--- config.mk ---
export PLATFORM = sky130hd
export DESIGN_NAME = rr_decoder_arbiter_flat
export DESIGN_NICKNAME = d
export VERILOG_FILES = /design/src/rtl/rr_decoder_arbiter_if.sv /design/src/rtl/rr_decoder_arbiter.sv /design/src/flat_wrapper.sv
export SDC_FILE = /design/constraint.sdc
export NUM_CORES = 1
export LEC_CHECK = 0
export CAP_MARGIN = 20
export CELL_PAD_IN_SITES_DETAIL_PLACEMENT = 1
export CELL_PAD_IN_SITES_GLOBAL_PLACEMENT = 1
export CORE_ASPECT_RATIO = 0.7
export CORE_MARGIN = 8
export CORE_UTILIZATION = 42
export DETAILED_ROUTE_END_ITERATION = 8
export HOLD_SLACK_MARGIN = 0.12
export PLACE_DENSITY = 0.84
export SLEW_MARGIN = 20
export SYNTH_ARGS = -nofsm -noshare
export SYNTH_HDL_FRONTEND = slang
export SYNTH_SLANG_ARGS = --single-unit
--- constraint.sdc ---
create_clock -name clk -period 4.65 [get_ports clk]
set_input_delay 0.465 -clock clk [delete_from_list [all_inputs] [get_ports clk]]
set_output_delay 0.465 -clock clk [all_outputs]
set_load 0.02 [all_outputs]
--- src/rtl/rr_decoder_arbiter_if.sv ---
// Request/grant bundle between the requesters and the round-robin decoder arbiter.
// The master side drives requests; the slave (arbiter) side drives the decoder controls.
interface rr_decoder_arbiter_if #(
    parameter int SEL_W = 3
);
    localparam int N = 1 << SEL_W;

    logic [N-1:0]     req;
    logic             done;
    logic             e;
    logic [SEL_W-1:0] sel;
    logic [N-1:0]     gnt;
    logic             busy;
    logic             timeout;

    modport master (
        output req, done,
        input  e, sel, gnt, busy, timeout
    );

    modport slave (
        input  req, done,
        output e, sel, gnt, busy, timeout
    );
endinterface

--- src/rtl/rr_decoder_arbiter.sv ---
// Round-robin arbiter sharing one 3-to-8 decoder among N requesters.
// Grants are bounded to HOLD_MAX cycles and always followed by a one-cycle idle gap.
module rr_decoder_arbiter #(
    parameter int SEL_W    = 3,
    parameter int HOLD_MAX = 4
) (
    input  logic                 clk,
    input  logic                 rst,
    rr_decoder_arbiter_if.slave  bus
);
    localparam int N     = 1 << SEL_W;
    localparam int CNT_W = 4;

    typedef enum logic [1:0] {
        IDLE,
        GRANT,
        RELEASE
    } state_e;

    state_e           state_q, state_d;
    logic [SEL_W-1:0] ptr_q, ptr_d;
    logic [SEL_W-1:0] sel_q, sel_d;
    logic [CNT_W-1:0] cnt_q, cnt_d;
    logic             e_q, e_d;
    logic             timeout_q, timeout_d;

    logic             pick_found;
    logic [SEL_W-1:0] pick_idx;
    logic [SEL_W-1:0] cand;
    logic             owner_release;
    logic             hit_limit;

    // First set request at or after ptr, wrapping modulo N.
    always_comb begin
        pick_found = 1'b0;
        pick_idx   = ptr_q;
        cand       = ptr_q;
        for (int i = 0; i < N; i++) begin
            cand = ptr_q + SEL_W'(i);
            if (!pick_found && bus.req[cand]) begin
                pick_found = 1'b1;
                pick_idx   = cand;
            end
        end
    end

    assign owner_release = bus.done || !bus.req[sel_q];
    assign hit_limit     = (cnt_q == CNT_W'(HOLD_MAX - 1));

    always_comb begin
        // NOTE: every output of this block gets a default first, so no path can infer a latch.
        state_d   = state_q;
        ptr_d     = ptr_q;
        sel_d     = sel_q;
        cnt_d     = cnt_q;
        e_d       = e_q;
        timeout_d = 1'b0;

        case (state_q)
            IDLE: begin
                e_d = 1'b0;
                if (pick_found) begin
                    sel_d   = pick_idx;
                    e_d     = 1'b1;
                    cnt_d   = '0;
                    state_d = GRANT;
                end
            end
            GRANT: begin
                if (owner_release || hit_limit) begin
                    e_d       = 1'b0;
                    ptr_d     = sel_q + SEL_W'(1);
                    timeout_d = !owner_release;
                    state_d   = RELEASE;
                end else begin
                    cnt_d = cnt_q + CNT_W'(1);
                end
            end
            RELEASE: begin
                e_d     = 1'b0;
                state_d = IDLE;
            end
            default: begin
                e_d     = 1'b0;
                state_d = IDLE;
            end
        endcase
    end

    // NOTE: sequential state uses non-blocking assignments so all registers update together at the edge.
    always_ff @(posedge clk) begin
        if (rst) begin
            state_q   <= IDLE;
            ptr_q     <= '0;
            sel_q     <= '0;
            cnt_q     <= '0;
            e_q       <= 1'b0;
            timeout_q <= 1'b0;
        end else begin
            state_q   <= state_d;
            ptr_q     <= ptr_d;
            sel_q     <= sel_d;
            cnt_q     <= cnt_d;
            e_q       <= e_d;
            timeout_q <= timeout_d;
        end
    end

    assign bus.e       = e_q;
    assign bus.sel     = sel_q;
    assign bus.gnt     = e_q ? (N'(1) << sel_q) : '0;
    assign bus.busy    = (state_q != IDLE);
    assign bus.timeout = timeout_q;
endmodule

--- src/flat_wrapper.sv ---
// flat-port wrapper written by rule: the top's interface ports become plain ports
module rr_decoder_arbiter_flat 
#(
    parameter int SEL_W    = 3,
    parameter int HOLD_MAX = 4
)
  (clk, rst, bus_req, bus_done, bus_e, bus_sel, bus_gnt, bus_busy, bus_timeout);
  rr_decoder_arbiter_if #(.SEL_W(SEL_W)) bus_i ();
  input  logic clk;
  input  logic rst;
  input wire logic [$bits(bus_i.req)-1:0] bus_req;
  input wire logic [$bits(bus_i.done)-1:0] bus_done;
  output wire logic [$bits(bus_i.e)-1:0] bus_e;
  output wire logic [$bits(bus_i.sel)-1:0] bus_sel;
  output wire logic [$bits(bus_i.gnt)-1:0] bus_gnt;
  output wire logic [$bits(bus_i.busy)-1:0] bus_busy;
  output wire logic [$bits(bus_i.timeout)-1:0] bus_timeout;
  assign bus_i.req = bus_req;
  assign bus_i.done = bus_done;
  assign bus_e = bus_i.e;
  assign bus_sel = bus_i.sel;
  assign bus_gnt = bus_i.gnt;
  assign bus_busy = bus_i.busy;
  assign bus_timeout = bus_i.timeout;
  rr_decoder_arbiter #(.SEL_W(SEL_W), .HOLD_MAX(HOLD_MAX)) u_core (.clk(clk), .rst(rst), .bus(bus_i));
endmodule
==> flow_summary.toml <==
[status]
status = "completed"

[routing]
via_per_inst = 6.33
drt_pass1_iterations = 4
drc = 0
drt_iter0_markers = 116
wl_per_cell_um = 20.3
vias = 1651
ant_nets = 0
wl_um = 5310

[floorplanning]
start_util_pct = 43.5
io_pins = 25
rows = 19
fp.dieW_um = 91.9
core_area_um2 = 3900
dieArea_um2 = 6350
die_h_um = 69.1

[global_route]
grt_pass1_wl_um = 8780
grt_overflow_total = 0
grt_max_degree = 19
antenna_found_initial = 0
grt_usage_pct = 16.8
grt_pass1_vias = 1678

[clock_network]
cts-root-buf = "clkbuf_8"
ctsHoldBuffers = 0
cts_made_buffers = 3
cts.clk_slew.worst_paths_ps = 60
h-tree-depth = 1
cts_resized = 0
clock_latency_ps = 250
cts.sinks = 14
post_cts_buffers = 0
ctsLongestPathBuffers = 2
cts_tree = "done"

[synthesis]
ys_types = 58
synthAdderAreaFrac_pct = 6.65
synth-simple-area-share_pct = 20.7
synth_cells = 188
yosysWarningCount = 0
ys.flop_type = "dfxtp_1"
syn-num-nets = 208
avgSynthCellArea_um2 = 9.01
ys_seq_elements = 14
synthMuxAreaShare_pct = 25.6
seq_area_frac_synth_pct = 16.5
synth_top_family_by_area = "multiplexers"
synth_edf_count = 0
synth-xor-area-share_pct = 2.58
synth_top_area_share_pct = 16.5
synth_largest_area_cell = "dfxtp_1"
async_reset_ff_share_pct = 0
synthTopCellsByArea = "dfxtp_1 17%, mux4_2 15%, ha_1 6.6%, mux2i_1 5.3%, a21oi_1 5.0%"
synth_compound_area_share_pct = 23.0
synth_area_um2 = 1690
yosysMostFrequentCell = "a21oi_1"
synth_common_cells = "17 x a21oi_1, 14 x dfxtp_1, 14 x nor2_1"

[critical_path]
crit_arrival_ps = 3810
crit_chain = "buf_4 > inv_1 > ha_1 > mux2_1 > mux4_2 > nor4_2 > and3_4 > a222oi_1 > or2_1 > a311oi_2"
path_class = "flop to flop"
path_delay_family = "multiplexers"
slowest_delay_ps = 580
end_kind = "flop"
crit_slowest_cell = "ha_1"
start_kind = "flop"
crit_fanout = 18
critPathRequiredTime_ps = 4800
cp.buffers_inverters = 2

[power]
p_per_area_nw_per_um2 = 429
p_switching_mw = 0.414
switching_share_pct = 47.9
p_comb_share_pct = 67.8
p_int_mw = 0.449
vdd_drop_max_mv = 0.208
power_frac_clock_pct = 11.5
finalPower_mw = 0.863
p_leak_nw = 0.723
p_seq_share_pct = 20.6

[layout]
layout-drive-gt1-share_pct = 19.6
area_growth_pct = 18.8
antenna_cells = 0
nNetsFinal = 231
fin_cells = 261

[timing]
fin_crit_sh_pct = 78.6
fmax_mhz = 273
hold_viol = 0
final.setup_skew_ps = 0.640
setup_viol_count_final = 0
tns_ps = 0
worst-slew-pin-transition_ps = 616
rsz0062_at_grt = "no"
slew_headroom_pct = 58.9
final_max_slew_viol_count = 0
fin_crit_ps = 3660

[place]
dpl.hpwl_um = 4150
gp_congestion = 0.884
dpl.cell_count = 258
io_buffers = 24

[min_path]
hp-class = "flop to flop"

[flow_run]
cap_violations = 0
## placed cells by master, fill, tap and decap left out, types with 3 or more instances in the layout
cell type / count
nand3_1: 4
clkbuf_8: 3
inv_1: 10
o21ai_1: 3
and3_1: 3
o21ai_0: 3
clkdlybuf4s50_1: 24
nand2_1: 11
mux2_2: 4
and2_1: 9
ha_1: 9
mux4_2: 11
a21oi_1: 17
mux2i_1: 9
nor2_1: 14
nand2b_1: 4
o22ai_1: 4
xnor2_1: 3
dfxtp_1: 14
## layer usage
metal / GRT usage [%] / share of wire [%] / vias to the layer above
met3: 4.65 / 9.0 / 6
met1: 21.7 / 44 / 822
met5: 0 / 0 / -
li1: - / - / 755
met4: 4.27 / 0.79 / 0
met2: 26.7 / 46 / 68
## worst paths after layout
check                                from                        endpoint  slack, ps  cells after the start
min          u_core.cnt_q[1]$_SDFFE_PP0P_    u_core.cnt_q[1]$_SDFFE_PP0P_        490                      2
max          u_core.ptr_q[0]$_SDFFE_PP0P_  u_core.bus.sel[1]$_SDFFE_PP0P_        990                     10
max reg2reg  u_core.ptr_q[0]$_SDFFE_PP0P_  u_core.bus.sel[1]$_SDFFE_PP0P_        990                     10
min reg2reg  u_core.cnt_q[1]$_SDFFE_PP0P_    u_core.cnt_q[1]$_SDFFE_PP0P_        490                      2
## flip-flops by register name, indices dropped and copies added (netlist names)
signal              count
u_core.bus.sel          3
u_core.state_q          2
u_core.bus.e            1
u_core.ptr_q            3
u_core.cnt_q            4
u_core.bus.timeout      1
## worst min-delay path: stages, from the launching register on
cell     delay (ps)
dfxtp_1         320
nand2_1          60
a21oi_1          60
## cell families after synthesis
| logic type | after synthesis |
|---|---|
| simple gates | 63 |
| compound gates | 51 |
| flops | 14 |
| mux | 27 |
| buf+inv | 19 |
| xor+xnor | 5 |
| fa+ha+maj | 9 |
## per-stage QoR
step	hold WS, ps	area (um2)	util [%]	worst slack, ps
6_report	491	2010	51.6	993
5_1_grt	499	2010	51.6	824
4_1_cts	492	2010	51.6	1040
3_5_place_dp	485	1970	50.6	1060
3_3_place_gp	465	1970	50.6	1140
2_1_floorplan	449	1690	-	1420
## power groups by stage
stage,sequential (mW),clock [mW],combinational [mW]
3_5_place_dp,0.180,0,0.572
6_report,0.178,0.0997,0.585
5_1_grt,0.181,0.106,0.628
4_1_cts,0.178,0.101,0.578
2_1_floorplan,0.172,0,0.421
3_3_place_gp,0.177,0,0.556
## final cells by class
| class | count | area, um2 |
|---|---|---|
| clock buffers | 3 | 41.3 |
| flip-flops and latches | 14 | 280 |
| inverters | 11 | 41.3 |
| multi-input cells | 155 | 1330 |
| repair buffers | 26 | 255 |
| fillers | 475 | 1890 |
| well taps | 52 | 65.1 |
(Power assumes the default switching activity.)
